`src/rtl/tt_um_mascarenhas_tff_bank.sv`:
```
// Bank of WIDTH T flip-flops behind a pin synchroniser.
// The mode field picks level toggle, edge toggle, chained counter or direct load.
// Flags on the upper uio pins: wrap pulse, nonzero and parity of q.

// Next-state logic for a single channel. The counter chain passes
// cnt_en = t_s[0] & q[0] & ... & q[i-1] from lane to lane.
module tff_lane (
    input  logic [1:0] mode,
    input  logic       q,
    input  logic       t,
    input  logic       t_prev,
    input  logic       cnt_en,
    output logic       q_nxt,
    output logic       cnt_en_out
);
    assign cnt_en_out = cnt_en & q;

    // Pick the next value of this bit from the active mode.
    always_comb begin
        case (mode)
            2'b00:   q_nxt = q ^ t;
            2'b01:   q_nxt = q ^ (t & ~t_prev);
            2'b10:   q_nxt = q ^ cnt_en;
            default: q_nxt = t;
        endcase
    end
endmodule

module tt_um_mascarenhas_tff_bank #(
    parameter int WIDTH       = 8,
    parameter int SYNC_STAGES = 2
) (
    input  logic       clk,
    input  logic       rst_n,
    input  logic       ena,
    input  logic [7:0] ui_in,
    input  logic [7:0] uio_in,
    output logic [7:0] uo_out,
    output logic [7:0] uio_out,
    output logic [7:0] uio_oe
);
    logic [SYNC_STAGES-1:0][7:0] t_sync;
    logic [SYNC_STAGES-1:0][3:0] c_sync;
    logic [7:0]       t_s;
    logic [3:0]       c_s;
    logic [1:0]       mode;
    logic             hold;
    logic             clr;
    logic [WIDTH-1:0] q;
    logic [WIDTH-1:0] q_nxt;
    logic [WIDTH-1:0] t_d;
    logic [WIDTH:0]   chain;
    logic             wrap;
    logic             wrap_nxt;

    // Synchroniser chains for the T pins and the control nibble.
    always_ff @(posedge clk) begin
        if (!rst_n) begin
            t_sync <= '0;
            c_sync <= '0;
        end else begin
            t_sync[0] <= ui_in;
            c_sync[0] <= uio_in[3:0];
            for (int s = 1; s < SYNC_STAGES; s++) begin
                t_sync[s] <= t_sync[s-1];
                c_sync[s] <= c_sync[s-1];
            end
        end
    end

    assign t_s  = t_sync[SYNC_STAGES-1];
    assign c_s  = c_sync[SYNC_STAGES-1];
    assign mode = c_s[1:0];
    assign hold = c_s[2];
    assign clr  = c_s[3];

    // Counter enable enters at lane 0 from channel 0's T input only.
    assign chain[0] = t_s[0];

    for (genvar i = 0; i < WIDTH; i++) begin : g_lane
        tff_lane u_lane (
            .mode       (mode),
            .q          (q[i]),
            .t          (t_s[i]),
            .t_prev     (t_d[i]),
            .cnt_en     (chain[i]),
            .q_nxt      (q_nxt[i]),
            .cnt_en_out (chain[i+1])
        );
    end

    // A carry out of the top lane means q was all-ones and is wrapping to 0.
    assign wrap_nxt = (mode == 2'b10) & chain[WIDTH];

    // State update: clear beats hold beats mode action; t_d always tracks so
    // entering edge mode never sees a stale level as a rising edge.
    always_ff @(posedge clk) begin
        if (!rst_n) begin
            q    <= '0;
            wrap <= 1'b0;
            t_d  <= '0;
        end else begin
            t_d <= t_s[WIDTH-1:0];
            if (clr) begin
                q    <= '0;
                wrap <= 1'b0;
            end else if (hold) begin
                wrap <= 1'b0;
            end else begin
                q    <= q_nxt;
                wrap <= wrap_nxt;
            end
        end
    end

    // Zero-extend q onto the output pins.
    always_comb begin
        uo_out          = '0;
        uo_out[WIDTH-1:0] = q;
    end

    assign uio_out = {1'b0, ^q, |q, wrap, 4'b0000};
    assign uio_oe  = 8'hF0;

    logic unused;
    assign unused = &{1'b0, ena, uio_in[7:4], t_s};
endmodule
```
`config.mk`:
```
export PLATFORM = sky130hd
export DESIGN_NAME = tt_um_mascarenhas_tff_bank
export DESIGN_NICKNAME = d
export VERILOG_FILES = /design/src/rtl/tt_um_mascarenhas_tff_bank.sv
export SDC_FILE = /design/constraint.sdc
export NUM_CORES = 1
export LEC_CHECK = 0
export ABC_AREA = 0
export CORE_UTILIZATION = 49
export CTS_BUF_LIST = sky130_fd_sc_hd__clkbuf_8
export DETAILED_ROUTE_END_ITERATION = 10
export HOLD_SLACK_MARGIN = 0.03
export PLACE_DENSITY_LB_ADDON = 0.3
export SLEW_MARGIN = 20
export SYNTH_ARGS = -nofsm -noshare
export SYNTH_HDL_FRONTEND = slang
export SYNTH_HIERARCHICAL = 1
export SYNTH_SLANG_ARGS = --single-unit
```
`constraint.sdc`:
```
create_clock -name clk -period 2.6 [get_ports clk]
set_input_delay 0.52 -clock clk [delete_from_list [all_inputs] [get_ports clk]]
set_output_delay 0.52 -clock clk [all_outputs]
set_load 0.01 [all_outputs]
```
==> metrics.yaml, run 1 <==
run_status:
  status: "completed"
layout:
  regArea_um2: 827
  fillCellCount: 417
  final_nets: 333
  layout_common_cells: "and2_1 (36), dfxtp_1 (36), inv_1 (32)"
  finalInstanceArea_um2: 2840
  utilization_pct: 60.0
  area_growth_pct: 17.1
  diodes: 0
  drive_gt1_share_pct: 14.3
  multi_input_area_um2: 1400
place:
  pre_cts_slack_ns: 0.0749
  post_dp_cell_area_um2: 2700
  dp_hpwl_um: 2570
  place_congestion: 0.773
  io_buffers: 24
worst_hold_path:
  hold_path_depth: 1
  worst_hold_path.endpoint: "t_s[2]$_SDFF_PN0_"
  min_from: "t_sync[2]$_SDFF_PN0_"
  hold_path_class: "reg -> reg"
sta:
  fmax_mhz: 402
  fin_crit_ns: 2.49
  skew_ns: 0.00370
  layout_setup_ws_ns: 0.112
  hold_viol: 0
  setup_viol: 0
  tns_ns: 0
  fin_crit_sh_pct: 95.7
  slew_violations: 0
  slew-limit-headroom_pct: 57.5
  worst_pin_slew_ns: 0.636
  rsz0062_at_grt: "false"
routing:
  drt_wl_total_um: 3800
  drtIter0Drc: 36
  viasPerCell: 4.62
  wl_per_cell_um: 10.7
  firstDrtPassIters: 4
  drcViolationCount: 0
  routed-via-count: 1635
  ant_nets: 0
cts:
  path_clk_slew_ns: 0.08
  cts.root.buffer_cell: "clkbuf_8"
  cts_tree: "done"
  cts_hold_buf: 0
  cts_resized: 0
  numCtsBuffers: 5
  htreeDepth: 2
  post-cts-setup-buffer-count: 0
  clk_latency_ns: 0.30
  cts_max_path_buffers: 2
  clock-sinks: 41
floorplan:
  floorplan.rows: 25
  core_um2: 4720
  die_h_um: 72.3
  dieArea_um2: 5230
  ios: 43
  die_w_um: 72.3
  start_util_pct: 51.3
synthesis:
  synth_area_per_cell_um2: 9.42
  synth_top_area_cell: "dfxtp_1"
  synthCells: 257
  ys_seq_elements: 41
  synth_cell_type_count: 21
  synth_area_leaders: "dfxtp_1 (34%), ha_1 (14%), and2_1 (9.8%), nand3b_4 (6.6%), inv_1 (5.0%)"
  synthesis.area_um2: 2420
  synth_top_area_share_pct: 33.9
  ys_seq_area_share_pct: 33.9
  synth_warnings: 6
setup_path:
  r2r_setup_slack_ns: 0.17
  r2r_cells: 12
  crit_path_end_kind: "output port"
  r2r-end: "uo_out[7]$_SDFFE_PP0N_"
  crit_required_ns: 2.08
  start_kind: "flip-flop"
  arrival_ns: 1.97
  rr_startpoint: "t_s[0]$_SDFF_PN0_"
  setup.worst_path.class: "reg -> out"
  critPathMaxFanout: 6
grt:
  globalRouteOverflowTotal: 0
  grt_max_degree: 33
  grt_pass1_wl_um: 6540
  grt_pass1_vias: 1419
  antenna_found_initial: 0
  grt.total_usage_pct: 16.5
job:
  drv_cap: 0
pwr:
  p_leak_nw: 1.37
  total_power_mw: 1.42
  powerDensity_nw_per_um2: 502
  peakVddDrop_uv: 425
## critical path: stages (launching register included)
cell and delay, ns:
dfxtp_1 0.33, buf_4 0.13, inv_1 0.04, ha_1 0.32
xnor2_2 0.17, xnor2_1 0.13, clkdlybuf4s50_1 0.55
## flip-flops by register name, indices dropped and copies added, names as in the netlist
signal	flops
t_s	8
t_d	8
c_s	4
wrap	1
c_sync	4
t_sync	8
uo_out	8
## layout make-up
cell class                      instances  share of cell area [%]
Sequential cell                        41                    29.2
Inverter                               32                    4.24
Clock inverter                          2                    1.32
Multi-Input combinational cell        176                    49.3
Tap cell                               67                    2.96
Timing Repair Buffer                   30                    10.1
Clock buffer                            6                    2.91
## routing by layer
layer  part of all wire (%)  vias up  GRT usage (%)  routed length, um
met1                     48      741           21.0               1810
met4                    1.4        0           5.88                 55
met2                     48       29           27.3               1820
met5                      0        -              0                  0
li1                       -      859              -                  -
met3                    2.9        6           3.75                111
## cell usage after synthesis
cell      count
dfxtp_1      41
and2_1       38
inv_1        32
ha_1         28
nand2_1      17
a21oi_1      16
nor2_1       16
buf_4        15
nand2b_1      9
mux2i_1       8
nand3b_4      8
o211ai_2      8
o32a_1        8
clkbuf_1      3
and2_2        2
conb_1        2
xnor2_1       2
buf_6         1
nand4_1       1
nor4_4        1
xor2_1        1
## stage by stage
step	hold slack, ns	cells
floorplan	0.412	268
global placement	0.414	346
detailed placement	0.418	346
CTS	0.437	354
global route	0.453	354
finish	0.436	354
## how the worst max path moves through the flow
stage / startpoint / end / slack [ns]
3_3_place_gp: uo_out[0]$_SDFFE_PP0N_ / uo_out[7]$_SDFFE_PP0N_ / 0.14
4_1_cts: t_s[0]$_SDFF_PN0_ / uo_out[7]$_SDFFE_PP0N_ / 0.03
6_report: uo_out[0]$_SDFFE_PP0N_ / uio_out[6] / 0.11
3_5_place_dp: uo_out[0]$_SDFFE_PP0N_ / uo_out[7]$_SDFFE_PP0N_ / 0.07
5_1_grt: uo_out[0]$_SDFFE_PP0N_ / uio_out[6] / 0.004
2_1_floorplan: uo_out[0]$_SDFFE_PP0N_ / uo_out[7]$_SDFFE_PP0N_ / 0.18
## logic make-up (layout without fill, tap and decap cells)
group | after synthesis | after routing | share of synthesized area [%]
other cells | 2 | 13 | 0.310
fa+ha+maj | 28 | 28 | 14.5
mux | 8 | 8 | 3.31
simple gates | 92 | 92 | 25.6
compound gates | 32 | 32 | 10.7
buf+inv | 51 | 70 | 10.5
xor+xnor | 3 | 3 | 1.09
flops | 41 | 41 | 33.9
## power by group
group          internal [mW]  total [mW]  switching (mW)
sequential             0.655       0.674          0.0190
combinational          0.115       0.212          0.0964
clock                  0.312       0.537           0.224
total                   1.08        1.42           0.340
No activity file was read; power rests on OpenSTA's default activity.
==> inputs of run 2 (changes only) <==
--- a/config.mk
+++ b/config.mk
@@ -11,7 +11,7 @@
 export DETAILED_ROUTE_END_ITERATION = 10
 export HOLD_SLACK_MARGIN = 0.03
 export PLACE_DENSITY_LB_ADDON = 0.3
-export SLEW_MARGIN = 20
+export SLEW_MARGIN = 15
 export SYNTH_ARGS = -nofsm -noshare
 export SYNTH_HDL_FRONTEND = slang
 export SYNTH_HIERARCHICAL = 1
==> results of run 2 <==
No change in the layout: final DEF, timing and power equal those of run 1.
